`config.mk`:
```
export PLATFORM = sky130hd
export DESIGN_NAME = fft8_in_buffer
export DESIGN_NICKNAME = d
export VERILOG_FILES = /design/src/rtl/fft8_in_buffer.sv
export SDC_FILE = /design/constraint.sdc
export NUM_CORES = 1
export LEC_CHECK = 0
export BUFFER_PORTS_ARGS = -buffer_cell sky130_fd_sc_hd__buf_2
export CAP_MARGIN = 20
export CORE_ASPECT_RATIO = 1.1
export CORE_MARGIN = 1
export CORE_UTILIZATION = 25
export DETAILED_ROUTE_END_ITERATION = 10
export PLACE_DENSITY = 0.42
export SLEW_MARGIN = 25
export SYNTH_ARGS = -nofsm -noshare
export SYNTH_HDL_FRONTEND = slang
export SYNTH_SLANG_ARGS = --single-unit
```
`constraint.sdc`:
```
create_clock -name clk -period 5.7 [get_ports clk]
set_input_delay 0 -clock clk [delete_from_list [all_inputs] [get_ports clk]]
set_output_delay 0 -clock clk [all_outputs]
set_load 0.01 [all_outputs]
```
`src/rtl/fft8_in_buffer.sv`:
```
// Ping-pong input buffer for the 8-point FFT: packs a serial sample stream into 8-lane frames.
// Define FFT_IN_BITREV_EN to present lanes in bit-reversed sample order; otherwise lanes are in natural order.
module fft8_in_buffer #(
    parameter int DW = 9,
    parameter int N  = 8
) (
    input  logic            clk,
    input  logic            rst,
    input  logic [DW-1:0]   s_data,
    input  logic            s_valid,
    output logic            s_ready,
    input  logic            s_last,
    output logic [N*DW-1:0] m_frame,
    output logic            m_valid,
    input  logic            m_ready,
    output logic            err,
    output logic [7:0]      err_cnt
);

    localparam logic [2:0] LAST_IDX = 3'(N - 1);

    logic [DW-1:0] mem [0:1][0:N-1];
    logic [2:0]    wr_idx;
    logic          wr_bank;
    logic          rd_bank;
    logic [1:0]    full;
    logic          accept;
    logic          rel_frame;

    // Output lane k is fed from this slot of the read bank.
    function automatic logic [2:0] lane_src(input logic [2:0] k);
`ifdef FFT_IN_BITREV_EN
        return {k[0], k[1], k[2]};
`else
        return k;
`endif
    endfunction

    // Gating with rst keeps s_ready low during reset, before the flags are cleared.
    assign s_ready   = !rst && !full[wr_bank];
    assign m_valid   = full[rd_bank];
    assign accept    = s_valid && s_ready;
    assign rel_frame = m_valid && m_ready;

    // NOTE: sample storage is deliberately left unreset; the full flags alone decide what is visible.
    always_ff @(posedge clk) begin
        if (accept) begin
            mem[wr_bank][wr_idx] <= s_data;
        end
    end

    // A completing write and a release always target different banks, so both may update full.
    always_ff @(posedge clk) begin
        if (rst) begin
            wr_idx  <= '0;
            wr_bank <= 1'b0;
            rd_bank <= 1'b0;
            full    <= '0;
            err     <= 1'b0;
            err_cnt <= '0;
        end else begin
            err <= 1'b0;
            if (accept) begin
                if (wr_idx == LAST_IDX) begin
                    full[wr_bank] <= 1'b1;
                    wr_bank       <= ~wr_bank;
                    wr_idx        <= '0;
                end else if (s_last) begin
                    wr_idx <= '0;
                    err    <= 1'b1;
                    if (err_cnt != 8'hFF) begin
                        err_cnt <= err_cnt + 8'd1;
                    end
                end else begin
                    wr_idx <= wr_idx + 3'd1;
                end
            end
            if (rel_frame) begin
                full[rd_bank] <= 1'b0;
                rd_bank       <= ~rd_bank;
            end
        end
    end

    // NOTE: default-assign before the loop so every bit is written on every path (no latch).
    always_comb begin
        m_frame = '0;
        if (m_valid) begin
            for (int k = 0; k < N; k++) begin
                m_frame[DW*k +: DW] = mem[rd_bank][lane_src(3'(k))];
            end
        end
    end

endmodule

```
==> results of run 1 <==
final cells by class:
type | instances | share of cell area
Multi-Input combinational cell | 235 | 0.2035
Sequential cell | 161 | 0.5908
Inverter | 5 | 0.002375
Timing Repair Buffer | 105 | 0.07126
Tap cell | 310 | 0.04909
Clock buffer | 18 | 0.05432
Clock inverter | 14 | 0.02866
stage by stage:
stage | setup slack (ns) | area, um2
global placement | 2.928 | 7139
global route | 2.808 | 7901
detailed placement | 2.698 | 7172
floorplan | 3.454 | 6305
finish | 3.034 | 7901
CTS | 2.691 | 7888
state kept, by name (all words and copies together) (netlist names), named ones only:
name     flops
rd_bank      1
err_cnt      8
wr_bank      1
full         2
err          1
mem        144
wr_idx       3
cell families after synthesis:
group,share of synthesized area
flip-flops,0.7398
AO/OA/AOI/OAI,0.02104
adder cells (fa/ha/maj),0.005954
AND/OR/NAND/NOR,0.09427
multiplexers,0.1215
buffers and inverters,0.01746
worst paths after layout:
check             depth (start not counted)       start    endpoint  slack [ns]
setup / recovery                          4     wr_bank  mem[1][42]        3.03
hold / removal                            1   s_data[0]  mem[1][54]        0.02
setup reg to reg                          4     wr_bank  mem[1][42]        3.03
hold reg to reg                           2  err_cnt[7]  err_cnt[7]        0.53
critical path: cells and delay by family (launching register included):
kind,cells,cell delay [ns]
simple gates,3,1.27
flops,1,0.69
mux,1,0.32
where the power goes:
| part | internal (mW) | switching (mW) |
|---|---|---|
| Combinational | 0.00994 | 0.0343 |
| Sequential | 1.29 | 0.00351 |
| Clock | 0.787 | 0.460 |
synthesized netlist by cell type (all sizes together):
master    n  area, um2
clkbuf   19      71.32
a31oi     1      6.260
o21a      1      7.510
nand3b    4      30.03
mux2      1      15.01
nand2b    2      12.51
buf       5      20.01
o41ai     2      17.52
dfxtp    17      340.3
and3      2      12.51
inv       5      18.76
o311ai    2      17.52
and2      2      12.51
a21oi     9      45.04
nor2     85      319.1
ha        3      37.54
nand3     8      40.04
nor3      8      40.04
mux2i    75      750.7
or2       1      6.260
or4       4      30.03
o31ai     3      22.52
or3       1      6.260
nor4      5      31.28
nand4     2      12.51
o21ai     2      10.01
o22ai     1      6.260
nand2    11      41.29
edfxtp  144       4324
routing by layer:
| metal | routed length [um] | vias to the layer above | global-route usage |
|---|---|---|---|
| met1 | 6228 | 1792 | 0.1333 |
| met5 | 0 | - | 0 |
| met3 | 554 | 8 | 0.03251 |
| met2 | 7626 | 74 | 0.2106 |
| met4 | 98 | 0 | 0.03261 |
| li1 | - | 1780 | - |
==> metrics.log, run 1 <==
INFO  metric final-max-slew-violation-count = 0
INFO  metric synthesis_stage_register_bit_count = 161
INFO  metric grt_setup_unrepaired = false
INFO  metric crit_chain = mux2i_1 > and3_1 > nand3_1 > nor2_1
INFO  metric routedWlPerCell = between 15 and 20 um
INFO  metric final_standard_cell_count_with_taps_included_and_fillers_excluded = around 850
INFO  metric synth_cell_type_count = 31
INFO  metric clock_tree.htree_level_count = 4
INFO  metric 1st_pass_router_iterations = 4
INFO  metric mappedNetlistArea = 6305 um2
INFO  metric numClockSinks = between 150 and 200
INFO  metric register_area = 4668 um2
INFO  metric cp_data_arrival_time = 2.70 ns
INFO  metric total_power = ~2.6 mW
INFO  metric global_route.usage.total = 0.1162
INFO  metric yosys_warnings = 0
INFO  metric die-height = 168.6 um
INFO  metric synth_sequential_area_ratio = 0.7398
INFO  metric cp-end-kind = register
INFO  metric critical-path-slowest-cell = nor2_1
INFO  metric post_syn_nets = 442
INFO  metric first_pass_grt_wire_length = 21.96 mm
INFO  metric cap_viol_max_count = 0
INFO  metric timing_hold_violations_final = 0
INFO  metric max_slew.worst_pin.slew = 0.9121 ns
INFO  metric floorplan.initialDensity = 0.2560
INFO  metric synth_area_per_cell = 14.83 um2
INFO  metric fp-row-count = 60
INFO  metric area_growth = 25.32%
INFO  metric die_x = roughly 150 um
INFO  metric drt.antenna.violating_nets = 0
INFO  metric tritoncts = yes
INFO  metric fraction_of_layout_instances_using_a_drive_strength_above_1 = 0.2621
INFO  metric clk_transition_reported_paths = 0.06 ns
INFO  metric most-common-layout-cells = edfxtp_1, buf_2, nor2_1
INFO  metric core_area = 24,620 um2
INFO  metric layout.cells.most_common = edfxtp_1
INFO  metric cts.repair_timing.setup_buffer_count = 0
INFO  metric cts_buffers = 17
INFO  metric drt_drc_violations_left = 0
INFO  metric portBuffers = 96
INFO  metric dp_cells = 810
INFO  metric final.fill_count = between 2,000 and 2,500
INFO  metric maximum_number_of_pins_on_one_net_before_global_route_repair = 74
INFO  metric headroom_to_the_max_slew_limit = 0.3897
INFO  metric finalCriticalPeriod = 2.666 ns
INFO  metric number_of_global_route_vias_before_repair = between 3,000 and 4,000
INFO  metric grt_overflow = 0
INFO  metric layout.core_utilization = 0.3209
INFO  metric vdd_ir_drop_max = 0.0002312 V
INFO  metric cellLeakagePower = approximately 2.7 nW
INFO  metric final_worst_hold_slack = 0.02124 ns
INFO  metric cts-root-to-sink-buffers = 2
INFO  metric gp_routability_congestion = 0.7198
INFO  metric cts.hold.buffers_added = 6
INFO  metric setup-tns-final = 0 ns
INFO  metric area_of_combinational_cells_with_multiple_inputs = 1608 um2
INFO  metric worstPathRequired = between 5 and 6 ns
INFO  metric max_freq = 0.3750 GHz
INFO  metric nets = 542
INFO  metric detail_route.vias_per_cell = 4.309
INFO  metric dp_hpwl = 9.418 mm
INFO  metric critPathMaxStageDelay = 0.74 ns
INFO  metric die-area = roughly 26,000 um2
INFO  metric critPathMaxFanout = 14
INFO  metric critical_path_class = register to register
INFO  metric netlist_instances = approximately 430
INFO  metric worst_clock_skew = between 0.015 and 0.02 ns
INFO  metric io_pins = 97
INFO  metric n_antenna_cell = 0
INFO  metric result_of_the_run = finished, final reports clean
INFO  metric timing.hold.worst.class = input pin to register
INFO  metric drc_marker_count_from_the_first_detailed_route_iteration = approximately 150
INFO  metric wl = 14.51 mm
INFO  metric antenna_violations_before_repair = 0
INFO  metric vias = around 3,700
INFO  metric setup_viol = 0
INFO  metric post_cts.resized_instances = 0
INFO  metric cp-start-kind = register
INFO  metric p_per_area = 326.9 nW/um2
INFO  metric clk_tree_root_cell = clkbuf_16
INFO  metric finalCritPeriodShare = 0.4678
INFO  metric clk_latency = 0.42 ns
(Power assumes the default switching activity.)
==> inputs of run 2 (changes only) <==
==> constraint.sdc (replaced) <==
create_clock -name clk -period 2.5 [get_ports clk]
set_input_delay 0 -clock clk [delete_from_list [all_inputs] [get_ports clk]]
set_output_delay 0 -clock clk [all_outputs]
set_load 0.01 [all_outputs]
==> metrics.log, run 2 (same netlist as run 1, synthesis figures left out) <==
INFO  metric die_x = 153.4 um
INFO  metric nets = 564
INFO  metric post-route-worst-setup-slack = roughly 0.21 ns
INFO  metric headroom_to_the_max_slew_limit = 0.5690
INFO  metric die-height = 168.6 um
INFO  metric vdd_ir_drop_max = 0.0004589 V
INFO  metric finalCritPeriodShare = 0.9163
INFO  metric final-max-slew-violation-count = 0
INFO  metric cts.repair_timing.setup_buffer_count = 0
INFO  metric first_pass_grt_wire_length = 22.73 mm
INFO  metric register_area = 4668 um2
INFO  metric n_antenna_cell = 0
INFO  metric number_of_global_route_vias_before_repair = 3,948
INFO  metric timing.critical_path.max_delay_family = simple AND/OR/NAND/NOR gates
INFO  metric fp-row-count = 60
INFO  metric worst_clock_skew = 0.004914 ns
INFO  metric finalCriticalPeriod = 2.291 ns
INFO  metric post_cts.resized_instances = 0
INFO  metric grt_setup_unrepaired = false
INFO  metric max_slew.worst_pin.slew = between 0.6 and 0.7 ns
INFO  metric floorplan.initialDensity = 0.2560
INFO  metric maximum_number_of_pins_on_one_net_before_global_route_repair = 47
INFO  metric final.fill_count = 2,449
INFO  metric timing.critical_path.buf_inv = 0
INFO  metric routedWlPerCell = 16.90 um
INFO  metric wl = 14.71 mm
INFO  metric tritoncts = yes
INFO  metric 1st_pass_router_iterations = 4
INFO  metric cts.hold.buffers_added = 6
INFO  metric vias = 3,751
INFO  metric clk_transition_reported_paths = 0.06 ns
INFO  metric timing_hold_violations_final = 0
INFO  metric critPathMaxFanout = 12
INFO  metric layout.cells.most_common = edfxtp_1
INFO  metric crit_chain = ha_1 > ha_1 > or4_1 > or4_1 > a21oi_1
INFO  metric worstPathRequired = roughly 2.9 ns
INFO  metric final_worst_hold_slack = approximately 0.024 ns
INFO  metric grt_overflow = 0
INFO  metric critical_path_class = register to register
INFO  metric largest_registers = mem (144), err_cnt (8), wr_idx (3)
INFO  metric cp-start-kind = register
INFO  metric setup-tns-final = 0 ns
INFO  metric cp_data_arrival_time = around 2.6 ns
INFO  metric cts_buffers = 17
INFO  metric result_of_the_run = finished, final reports clean
INFO  metric area_of_combinational_cells_with_multiple_inputs = ~1600 um2
INFO  metric core_area = 24,620 um2
INFO  metric cellLeakagePower = 2.760 nW
INFO  metric gp_routability_congestion = between 0.7 and 0.8
INFO  metric critical-path-slowest-cell = or4_1
INFO  metric timing.hold.worst.class = input pin to register
INFO  metric numClockSinks = about 160
INFO  metric most-common-layout-cells = edfxtp_1, buf_2, nor2_1
INFO  metric largest-register = mem
INFO  metric max_freq = 0.4365 GHz
INFO  metric largest_register_ff_count = ~140
INFO  metric die-area = ~26,000 um2
INFO  metric antenna_violations_before_repair = 0
INFO  metric global_route.usage.total = 0.1198
INFO  metric area_growth = 25.66%
INFO  metric cp-end-kind = register
INFO  metric post-place-ws = between 0.2 and 0.25 ns
INFO  metric setup_viol = 0
INFO  metric cap_viol_max_count = 0
INFO  metric clk_latency = 0.41 ns
INFO  metric clk_tree_root_cell = clkbuf_16
INFO  metric drt_drc_violations_left = 0
INFO  metric portBuffers = 96
INFO  metric detail_route.vias_per_cell = about 4.3
INFO  metric p_per_area = 683.3 nW/um2
INFO  metric cts-root-to-sink-buffers = 2
INFO  metric fraction_of_layout_instances_using_a_drive_strength_above_1 = 0.2804
INFO  metric drt.antenna.violating_nets = 0
INFO  metric io_pins = 97
INFO  metric dp_hpwl = 9.593 mm
INFO  metric drc_marker_count_from_the_first_detailed_route_iteration = 158
INFO  metric critPathMaxStageDelay = 0.75 ns
INFO  metric clock_tree.htree_level_count = 4
==> run 2: changes by cell type in the layout (fill, tap and decap cells not counted), sizes merged <==
cell,delta
clkinvlp,+4
inv,-5
clkinv,+5
bufinv,-4
buf,+22
==> run 2: path summary, 6_finish.rpt <==
check                           slack, ns       start  cells past startpoint         end
worst max-delay path                 0.21   wr_idx[0]                      5  err_cnt[5]
worst max register to register       0.21   wr_idx[0]                      5  err_cnt[5]
worst min-delay path                 0.02   s_data[1]                      1  mem[1][46]
worst min register to register       0.53  err_cnt[4]                      1  err_cnt[4]
==> run 2: area by class of cell <==
class	count	share of cell area
Clock buffer	18	0.05417
Clock inverter	14	0.01469
Inverter	5	0.002369
Multi-Input combinational cell	235	0.1971
Sequential cell	161	0.5892
Tap cell	310	0.04896
Timing Repair Buffer	127	0.09349
==> run 2: layer usage <==
metal | track usage | vias up | routed length, um
met5 | 0 | - | 0
met4 | 0.04478 | 0 | 237
met3 | 0.03482 | 12 | 573
met2 | 0.2001 | 81 | 7330
met1 | 0.1468 | 1835 | 6563
li1 | - | 1823 | -
==> run 2: power breakdown <==
part	leakage (nW)	total (mW)	switching, mW	internal [mW]
sequential	1.44	2.94	0.00379	2.94
combinational	1.07	0.104	0.0785	0.0256
clock	0.255	2.37	1.01	1.36
total	2.76	5.41	1.09	4.32
==> run 2: through the flow <==
stage | total power [mW] | utilization | area [um2] | instances
CTS | 5.490 | 0.3217 | 7923 | 870
global route | 5.615 | 0.3217 | 7923 | 870
detailed placement | 3.102 | 0.2972 | 7317 | 832
global placement | 3.098 | 0.2972 | 7317 | 832
finish | 5.414 | 0.3217 | 7923 | 870
floorplan | 3.028 | - | 6305 | 425
==> inputs of run 3 (changes only) <==
--- a/config.mk
+++ b/config.mk
@@ -5,13 +5,14 @@
 export SDC_FILE = /design/constraint.sdc
 export NUM_CORES = 1
 export LEC_CHECK = 0
+export ABC_AREA = 1
 export BUFFER_PORTS_ARGS = -buffer_cell sky130_fd_sc_hd__buf_2
 export CAP_MARGIN = 20
 export CORE_ASPECT_RATIO = 1.1
 export CORE_MARGIN = 1
 export CORE_UTILIZATION = 25
 export DETAILED_ROUTE_END_ITERATION = 10
-export PLACE_DENSITY = 0.42
+export PLACE_DENSITY = 0.41
 export SLEW_MARGIN = 25
 export SYNTH_ARGS = -nofsm -noshare
 export SYNTH_HDL_FRONTEND = slang
==> metrics.log, run 3 <==
INFO  metric clk_tree_root_cell = clkbuf_16
INFO  metric synth_cell_type_count = 25
INFO  metric wl_met1 = approximately 6.9 mm
INFO  metric timing.critical_path.max_delay_family = buffers and inverters
INFO  metric largest_registers = mem (144), err_cnt (8), wr_idx (3)
INFO  metric fraction_of_layout_instances_using_a_drive_strength_above_1 = 0.3439
INFO  metric vdd_ir_drop_max = 0.0003278 V
INFO  metric detail_route.vias_per_cell = 4.011
INFO  metric gp_routability_congestion = approximately 0.74
INFO  metric final_worst_hold_slack = 0.009024 ns
INFO  metric die-area = 27,760 um2
INFO  metric maximum_number_of_pins_on_one_net_before_global_route_repair = 33
INFO  metric p_per_area = 666.0 nW/um2
INFO  metric clk_latency = 0.41 ns
INFO  metric io_pins = 97
INFO  metric antenna_violations_before_repair = 0
INFO  metric post_cts.resized_instances = 0
INFO  metric vias = 4,071
INFO  metric nets = 667
INFO  metric setup_viol = 0
INFO  metric cp_data_arrival_time = 2.24 ns
INFO  metric die_x = 159.0 um
INFO  metric n_antenna_cell = 0
INFO  metric worst_clock_skew = 0.006880 ns
INFO  metric first_pass_grt_wire_length = 23.85 mm
INFO  metric wl_met3 = 617 um
INFO  metric cts_buffers = 17
INFO  metric clk_transition_reported_paths = 0.06 ns
INFO  metric 1st_pass_router_iterations = 4
INFO  metric drt_drc_violations_left = 0
INFO  metric critPathMaxStageDelay = around 0.63 ns
INFO  metric synth_area_per_cell = 12.83 um2
INFO  metric post-place-ws = 0.5677 ns
INFO  metric synthesis_stage_register_bit_count = 161
INFO  metric headroom_to_the_max_slew_limit = 0.4628
INFO  metric largest_register_ff_count = 144
INFO  metric cap_viol_max_count = 0
INFO  metric mappedNetlistArea = 6774 um2
INFO  metric max_slew.worst_pin.slew = approximately 0.8 ns
INFO  metric drc_marker_count_from_the_first_detailed_route_iteration = 251
INFO  metric portBuffers = 96
INFO  metric synth.top_cells.by_area = edfxtp_1, mux2_2, nand2_1, dfxtp_1, inv_1
INFO  metric critical_path_class = register to output port
INFO  metric core_area = 26,380 um2
INFO  metric numClockSinks = 161
INFO  metric drt.antenna.violating_nets = 0
INFO  metric synth_top_cell_area_share = 0.6383
INFO  metric cp-start-kind = register
INFO  metric yosys_warnings = 0
INFO  metric timing.critical_path.mode_cell = inv_1
INFO  metric synth_top_cell_by_area = edfxtp_1
INFO  metric fp-row-count = 62
INFO  metric largest-register = mem
INFO  metric cts-root-to-sink-buffers = 2
INFO  metric synth_sequential_area_ratio = 0.6886
INFO  metric crit_chain = inv_1 > o21ai_4 > buf_4 > nand2_1 > inv_1 > buf_2
INFO  metric critPathMaxFanout = 28
INFO  metric clock_tree.htree_level_count = 4
INFO  metric cts.hold.buffers_added = 4
INFO  metric grt_overflow = 0
INFO  metric layout.cells.most_common = edfxtp_1
INFO  metric cp-end-kind = output port
INFO  metric number_of_enable_flip_flop_cells_after_synthesis = approximately 140
INFO  metric grt_setup_unrepaired = false
INFO  metric netlist_instances = roughly 530
INFO  metric critical-path-slowest-cell = o21ai_4
INFO  metric post-synth-top-count-cell = edfxtp_1
INFO  metric post-route-worst-setup-slack = 0.2565 ns
INFO  metric total_power = 5.602 mW
INFO  metric timing_hold_violations_final = 0
INFO  metric dp_hpwl = 9.987 mm
INFO  metric worstPathRequired = 2.50 ns
INFO  metric timing.critical_path.buf_inv = 4
INFO  metric finalCriticalPeriod = roughly 2.2 ns
INFO  metric timing.hold.worst.class = input pin to register
INFO  metric max_freq = approximately 0.45 GHz
INFO  metric routedWlPerCell = 14.81 um
INFO  metric die-height = 174.6 um
INFO  metric wl = 15.04 mm
INFO  metric finalCritPeriodShare = 0.8974
INFO  metric synth_top_cells_by_count = edfxtp_1, nand2_1, inv_1, mux2_2, nor2_1
INFO  metric setup-tns-final = 0 ns
INFO  metric floorplan.initialDensity = 0.2568
INFO  metric cts.repair_timing.setup_buffer_count = 0
INFO  metric final-max-slew-violation-count = 0
INFO  metric synth-main-ff-cell = edfxtp_1
INFO  metric global_route.usage.total = 0.1143
INFO  metric route.met2.wl = 7.389 mm
INFO  metric synthArstFlopShare = 0
INFO  metric number_of_global_route_vias_before_repair = 4,243
INFO  metric tritoncts = yes
INFO  metric result_of_the_run = finished, final reports clean
INFO  metric cellLeakagePower = 3.645 nW
INFO  metric area_growth = 24.16%
INFO  metric post_syn_nets = 545
INFO  metric top_layer_used = met4
INFO  metric most-common-layout-cells = edfxtp_1, nand2_1, buf_2
[run 3: through the flow]
step                      utilization  std cells  cell area [um2]
after detailed placement       0.2952        979             7785
after global placement         0.2952        979             7785
final                          0.3189       1015             8411
after floorplan                     -        528             6774
after CTS                      0.3189       1015             8411
after global routing           0.3189       1015             8411
[run 3: path summary, 6_finish.rpt]
check | cells past startpoint | slack [ns] | startpoint | endpoint
worst min register to register | 2 | 0.47 | full[1] | full[1]
worst min-delay path | 1 | 0.009 | s_data[0] | mem[0][0]
worst max register to register | 7 | 0.58 | wr_bank | mem[1][65]
worst max-delay path | 6 | 0.26 | full[0] | m_frame[6]
[run 3: logic make-up (layout without fill, tap and decap cells)]
group,count (synthesis),after routing,synth area share
xor+xnor,3,3,0.003880
simple gates,157,157,0.09937
fa+ha+maj,3,3,0.005542
mux,72,72,0.1197
flops,161,161,0.6886
buf+inv,109,244,0.06594
compound gates,23,23,0.01699
[run 3: worst reg2reg max path, delay by kind of cell (launching register included)]
kind / cells / cell delay [ns]
buffers and inverters: 2 / 0.34
DFF: 1 / 0.38
and+or+nand+nor: 5 / 0.90
[run 3: layout make-up]
class                           instances  area (um2)
Clock buffer                           18       429.2
Clock inverter                         14       156.4
Fill cell                            2720       17960
Inverter                               91       341.6
Multi-Input combinational cell        258        1674
Sequential cell                       161        4666
Tap cell                              352       440.4
Timing Repair Buffer                  121       703.2
[run 3: power breakdown]
group          internal (mW)  total (mW)  switching, mW
logic                 0.0324       0.120         0.0875
clock network           1.49        2.53           1.05
registers               2.94        2.95        0.00652
total                   4.46        5.60           1.14
[run 3: per-layer routing]
| layer | vias to the layer above | track usage |
|---|---|---|
| li1 | 2006 | - |
| met1 | 1973 | 0.1469 |
| met2 | 83 | 0.1899 |
| met3 | 9 | 0.03038 |
| met5 | - | 0 |
| met4 | 0 | 0.03045 |
